`config.mk`:
```
export PLATFORM = sky130hd
export DESIGN_NAME = adder_sequencer
export DESIGN_NICKNAME = d
export VERILOG_FILES = /design/src/rtl/adder_sequencer.sv
export SDC_FILE = /design/constraint.sdc
export NUM_CORES = 1
export LEC_CHECK = 0
export CORE_MARGIN = 2
export CORE_UTILIZATION = 40
export DETAILED_ROUTE_END_ITERATION = 10
export DONT_BUFFER_PORTS = 1
export GPL_TIMING_DRIVEN = 0
export PLACE_DENSITY = 0.63
export SYNTH_ARGS = -nofsm -noshare
export SYNTH_HDL_FRONTEND = slang
export SYNTH_SLANG_ARGS = --single-unit
```
`constraint.sdc`:
```
create_clock -name clk -period 7.62 [get_ports clk]
set_input_delay 1.524 -clock clk [delete_from_list [all_inputs] [get_ports clk]]
set_output_delay 1.524 -clock clk [all_outputs]
set_load 0.01 [all_outputs]
```
`src/rtl/adder_sequencer.sv`:
```
// Five-state controller that drives an RCA/CLA adder pair through a compare
// operation. It captures both sums and checks them against a golden sum.
module adder_sequencer (
    input  logic       clk,
    input  logic       reset_n,
    input  logic       start,
    input  logic [3:0] a,
    input  logic [3:0] b,
    input  logic       cin,
    input  logic [9:0] dp_s,
    output logic       dp_load,
    output logic       dp_select,
    output logic [3:0] dp_a,
    output logic [3:0] dp_b,
    output logic       dp_cin,
    output logic       busy,
    output logic       done,
    output logic [4:0] sum_rca,
    output logic [4:0] sum_cla,
    output logic       rca_err,
    output logic       cla_err,
    output logic [7:0] op_count,
    output logic [7:0] err_count
);

    typedef enum logic [2:0] {
        S_IDLE,
        S_LD,
        S_PR,
        S_PC,
        S_CC
    } state_e;

    state_e      state_q, state_d;
    logic [3:0]  a_q, a_d, b_q, b_d;
    logic        cin_q, cin_d;
    logic        load_q, load_d, select_q, select_d;
    logic        busy_q, busy_d, done_q, done_d;
    logic [4:0]  sum_rca_q, sum_rca_d, sum_cla_q, sum_cla_d;
    logic        rca_bad_q, rca_bad_d;
    logic        rca_err_q, rca_err_d, cla_err_q, cla_err_d;
    logic [7:0]  op_count_q, op_count_d, err_count_q, err_count_d;
    logic [4:0]  golden;
    logic        cla_bad;

    assign golden = {1'b0, a_q} + {1'b0, b_q} + {4'b0, cin_q};

    always_comb begin
        // NOTE: every signal gets a default first so no path leaves it unassigned (no latches).
        state_d     = state_q;
        a_d         = a_q;
        b_d         = b_q;
        cin_d       = cin_q;
        load_d      = load_q;
        select_d    = select_q;
        busy_d      = busy_q;
        done_d      = 1'b0;
        sum_rca_d   = sum_rca_q;
        sum_cla_d   = sum_cla_q;
        rca_bad_d   = rca_bad_q;
        rca_err_d   = rca_err_q;
        cla_err_d   = cla_err_q;
        op_count_d  = op_count_q;
        err_count_d = err_count_q;
        cla_bad     = 1'b0;

        // load/select are decoded from the next state, so they behave as a Moore decode of state_q.
        case (state_q)
            S_IDLE: begin
                if (start) begin
                    a_d      = a;
                    b_d      = b;
                    cin_d    = cin;
                    busy_d   = 1'b1;
                    state_d  = S_LD;
                    load_d   = 1'b1;
                    select_d = 1'b0;
                end
            end
            S_LD: begin
                state_d  = S_PR;
                load_d   = 1'b1;
                select_d = 1'b0;
            end
            S_PR: begin
                state_d  = S_PC;
                load_d   = 1'b1;
                select_d = 1'b1;
            end
            S_PC: begin
                state_d   = S_CC;
                load_d    = 1'b0;
                select_d  = 1'b0;
                sum_rca_d = dp_s[4:0];
                rca_bad_d = (dp_s[4:0] != golden) || (dp_s[9:5] != 5'd0);
            end
            S_CC: begin
                cla_bad    = (dp_s[9:5] != golden) || (dp_s[4:0] != 5'd0);
                state_d    = S_IDLE;
                sum_cla_d  = dp_s[9:5];
                rca_err_d  = rca_bad_q;
                cla_err_d  = cla_bad;
                op_count_d = op_count_q + 8'd1;
                if ((rca_bad_q || cla_bad) && err_count_q != 8'hff)
                    err_count_d = err_count_q + 8'd1;
                done_d     = 1'b1;
                busy_d     = 1'b0;
            end
            default: begin
                state_d  = S_IDLE;
                load_d   = 1'b0;
                select_d = 1'b0;
                busy_d   = 1'b0;
            end
        endcase
    end

    // NOTE: sequential state uses non-blocking assignments so all flops update together at the edge.
    always_ff @(posedge clk or negedge reset_n) begin
        if (!reset_n) begin
            state_q     <= S_IDLE;
            a_q         <= '0;
            b_q         <= '0;
            cin_q       <= 1'b0;
            load_q      <= 1'b0;
            select_q    <= 1'b0;
            busy_q      <= 1'b0;
            done_q      <= 1'b0;
            sum_rca_q   <= '0;
            sum_cla_q   <= '0;
            rca_bad_q   <= 1'b0;
            rca_err_q   <= 1'b0;
            cla_err_q   <= 1'b0;
            op_count_q  <= '0;
            err_count_q <= '0;
        end else begin
            state_q     <= state_d;
            a_q         <= a_d;
            b_q         <= b_d;
            cin_q       <= cin_d;
            load_q      <= load_d;
            select_q    <= select_d;
            busy_q      <= busy_d;
            done_q      <= done_d;
            sum_rca_q   <= sum_rca_d;
            sum_cla_q   <= sum_cla_d;
            rca_bad_q   <= rca_bad_d;
            rca_err_q   <= rca_err_d;
            cla_err_q   <= cla_err_d;
            op_count_q  <= op_count_d;
            err_count_q <= err_count_d;
        end
    end

    assign dp_load   = load_q;
    assign dp_select = select_q;
    assign dp_a      = a_q;
    assign dp_b      = b_q;
    assign dp_cin    = cin_q;
    assign busy      = busy_q;
    assign done      = done_q;
    assign sum_rca   = sum_rca_q;
    assign sum_cla   = sum_cla_q;
    assign rca_err   = rca_err_q;
    assign cla_err   = cla_err_q;
    assign op_count  = op_count_q;
    assign err_count = err_count_q;

endmodule
```
Yosys cells after proc, flatten, opt, wreduce, memory -nomap -nowiden
Index checks and enable logic that the tools add are counted.
Widths: inputs -> output; s select.
{ "classes": {"add_sub_neg": 4, "eq_ne": 8, "muxes": 8, "bitwise_logic": 2, "n_reduce_logical": 13} }
{ "op_table": {"columns": ["op", "count"], "rows": [
  ["$add 8x1->8 const B", 2],
  ["$pmux 3 s4", 1],
  ["$ne 5x5->1", 2],
  ["$reduce_bool 5->1", 2],
  ["$ne 8x8->1 const B", 1],
  ["$reduce_and 2->1", 4],
  ["$eq 3x2->1 const B", 2],
  ["$pmux 1 s3", 2],
  ["$add 4x4->5", 1],
  ["$add 5x1->5", 1],
  ["$eq 3x1->1 const B", 1],
  ["$eq 3x3->1 const B", 1],
  ["$logic_not 3->1", 1],
  ["$logic_or 1x1->1", 3],
  ["$mux 1", 3],
  ["$mux 3", 1],
  ["$reduce_or 3->1", 1],
  ["$ne 2x2->1 const B", 1],
  ["$not 1->1", 2],
  ["$pmux 1 s2", 1],
  ["$reduce_or 2->1", 1],
  ["$logic_and 1x1->1", 1]
]} }
{ "word_totals": {"reg_bits": 45, "inputBits": 22, "out_inout_bits": 41, "wordCells": 50} }

Longest topological paths before layout
{ "logic_depth": {"ltp_word": 7, "depth_mapped": 8, "depth_no_buf": 8} }

Least setup slack after synthesis
No wires, ideal clock.
{ "synth_path": {"kind": "input -> register", "from": "input port dp_s[1]", "to": "register err_count_q[1] (netlist: err_count[1])", "setup_time_ns": 0.125, "arrival_ns": 3.171, "required_time_ns": 7.495, "setup_slack_ns": 4.324, "stages": 6, "path_buffers": 0, "path_cell_list": "or4_4 -> nor4_2 -> nand2_1 -> nor4_4 -> or3b_4 -> mux2_4"} }
{ "synth_between": {"elab_chain_len": 5} }
{ "synth_lines": {"columns": ["element", "line_no", "rtl"], "rows": [
  ["start, declared", "10", "input logic [9:0] dp_s,"],
  ["$reduce_bool 5->1", "98", "cla_bad = (dp_s[9:5] != golden) || (dp_s[4:0] != 5'd0);"],
  ["$logic_or 1x1->1", "98", null],
  ["$logic_or 1x1->1", "104", "if ((rca_bad_q || cla_bad) && err_count_q != 8'hff)"],
  ["$logic_and 1x1->1", "104", null],
  ["$reduce_and 2->1 (no line)", null, null],
  ["end signal, assigned", "151", "err_count_q <= err_count_d;"],
  ["end, declared", "42", "logic [7:0] op_count_q, op_count_d, err_count_q, err_count_d;"]
]} }
Every way passes these cells.
A chain may end at the register's enable or synchronous reset.

Worst setup path in the final report
Same ends and word-level chain as after synthesis.

==> impl_metrics.csv <==
group,metric,value,unit
cells_and_area,drive_gt1_share,16.6,%
synth,ys_ff_latch,45,
sta,rsz0062_at_grt,"false",
run_status,status,"completed",
critical_path,rr_worst_depth,8,
drt,wl,4.26,mm
clock_network,insertion_delay,0.28,ns
global_routing,grt_pass1_wl,7.11,mm
drt,final_antenna_net_count,0,
drt,drt_iter0_markers,108,
sta,worst_pin_slew,1.10,ns
sta,fin_worst_skew,0.00414,ns
clock_network,cts_tree,"yes",
sta,finalCritPeriodShare,41.8,%
drt,drc_errors,0,
synth,synth.net_count,202,
die,coreArea,5070,µm²
power_and_ir_drop,internal_power,606,µW
power_and_ir_drop,power_frac_seq,46.2,%
die,pin_count,63,
synth,yosysWarnings,0,
synth,synth_ff_type,"dfrtp_1",
clock_network,cts_made_buffers,5,
placed_design,place_area,2180,µm²
cells_and_area,stdcell_area,2260,µm²
critical_path,crit_fanout,8,
synth,ys_seq_area_share,53.7,%
critical_path,endpoint_kind,"register",
drt,wl_per_cell,17.0,µm
sta,setup-tns-final,0,ns
critical_path,cp.arrival,3.36,ns
drt,viasPerCell,5.33,
critical_path,crit_type,"in2reg",
critical_path,start_kind,"input port",
die,dieWidth,76.4,µm
cells_and_area,area_growth,8.00,%
synth,synth-async-reset-ratio,100,%
clock_network,clk_pin_slew,0.08,ns
clock_network,cts_root_buffer,"clkbuf_8",
synth,netlist_area,2100,µm²
power_and_ir_drop,p_leak,0.977,nW
sta,hold_viol,0,
power_and_ir_drop,clkPwrFrac,13.4,%
synth,avgSynthCellArea,12.1,µm²
die,placementRows,26,
global_routing,grt_max_degree,46,
clock_network,htree_levels,2,
cells_and_area,layout_commonest_cell,"dfrtp_1",
cells_and_area,num_antenna_cells,0,
global_routing,grt_overflow_total,0,
sta,layout_min_cycle_time,3.18,ns
power_and_ir_drop,ir_drop,273,µV
die,start_util,41.3,%
global_routing,grt_use_total,15.3,%
power_and_ir_drop,p_sw,411,µW
cells_and_area,layout_common_cells,"45 x dfrtp_1, 23 x nand2_1, 16 x mux2_2",
critical_path,crit_required,7.79,ns
synth,synth_cells,173,
power_and_ir_drop,power_density,449,nW/µm²
clock_network,cts.sink_count,45,
drt,drt_pass1_iterations,4,
sta,final_max_slew_viol_count,0,
clock_network,post_cts_buffers,0,
global_routing,grt_antenna_before_repair,0,
power_and_ir_drop,comb_power_share,40.4,%
sta,setup_viol,0,
clock_network,cts_hold_buf,0,
hold_path,hold_class,"reg2reg",
power_and_ir_drop,swShare,40.4,%
sta,max_slew_margin,26.3,%
sta,postLayoutSetupSlackWorst,4.44,ns
synth,netlist_top_cells_area,"dfrtp_1 54%, mux2_2 8.6%, xor2_1 5.4%, xnor2_1 5.0%, nand2_1 4.1%",
placed_design,dp_hpwl,3.31,mm
clock_network,clk_path_buf_depth,2,
hold_path,worstHoldPathCells,1,
drt,dr_total_vias,1338,
clock_network,cts_resized,0,
global_routing,grt_pass1_vias,1424,
placed_design,dpl_worst_slack,4.14,ns
die,dieArea,5840,µm²
synth,synth_edf_count,0,
placed_design,portBuffers,0,
synth,yosysTopAreaCellShare,53.7,%
die,die_h,76.4,µm
sta,fmax,314,MHz
synth,yosysTopAreaCell,"dfrtp_1",
synth,ys_types,31,
run,drv_cap,0,
cells_and_area,final_nets,209,
placed_design,place.gp.congestion,0.849,
==> through the flow <==
stage	utilization (%)	power, mW	cells	hold slack (ns)
floorplan	-	0.797	173	0.493
global placement	43.0	0.860	243	0.515
detailed placement	43.0	0.889	243	0.524
CTS	44.6	1.03	251	0.537
global route	44.6	1.09	251	0.559
finish	44.6	1.02	251	0.543
==> power by group through the flow <==
stage | logic [mW] | registers (mW) | clock network [mW]
5_1_grt | 0.457 | 0.485 | 0.153
6_report | 0.411 | 0.470 | 0.137
2_1_floorplan | 0.351 | 0.446 | 0
3_5_place_dp | 0.411 | 0.478 | 0
4_1_cts | 0.415 | 0.473 | 0.142
3_3_place_gp | 0.389 | 0.471 | 0
==> state kept, by name, indices dropped and copies added, names as in the netlist <==
signal     count
sum_cla        5
cla_err        1
done           1
dp_b           4
op_count       8
rca_err        1
sum_rca        5
dp_cin         1
dp_a           4
busy           1
err_count      8
state_q        3
dp_select      1
rca_bad_q      1
dp_load        1
==> worst paths after layout <==
path / from / to / slack (ns)
max: dp_s[1] / err_count[1] / 4.44
min: state_q[2] / state_q[1] / 0.54
max reg2reg: dp_a[0] / err_count[1] / 4.52
min reg2reg: state_q[2] / state_q[1] / 0.54
max in group asynchronous: reset_n / sum_rca[2] / 6.60
min in group asynchronous: reset_n / op_count[2] / 0.93
==> logic make-up after synthesis <==
kind of cell	synth area share (%)
flops	53.7
buf+inv	1.25
compound gates	3.64
fa+ha+maj	4.89
simple gates	15.2
mux	9.78
xor+xnor	11.5
==> worst max-delay path, stage by stage <==
cell and delay, ns:
or4_4 0.51, nor4_2 0.27, nand2_1 0.14, nor4_4 0.37
or3b_4 0.24, mux2_4 0.29
==> routing by layer <==
layer | vias to the layer above | global-route usage [%] | part of all wire, %
li1 | 611 | - | -
met1 | 665 | 15.8 | 37
met2 | 54 | 26.8 | 51
met3 | 8 | 7.46 | 9.7
met4 | 0 | 5.45 | 1.6
met5 | - | 0 | 0
==> cells in the mapped netlist, types with 4 or more instances <==
master / number
dfrtp_1: 45
nand2_1: 23
mux2_2: 16
xor2_1: 13
xnor2_1: 12
nor2_1: 9
a21oi_1: 6
ha_1: 5
nor3_1: 5
nand4_1: 4
==> layout make-up <==
type / count / area, µm²
flip-flops and latches: 45 / 1130
plain buffers: 4 / 15.0
multi-input cells: 121 / 945
inverters: 3 / 11.3
fillers: 486 / 2810
well taps: 70 / 87.6
clock buffers: 8 / 80.1
(Power assumes the default switching activity.)
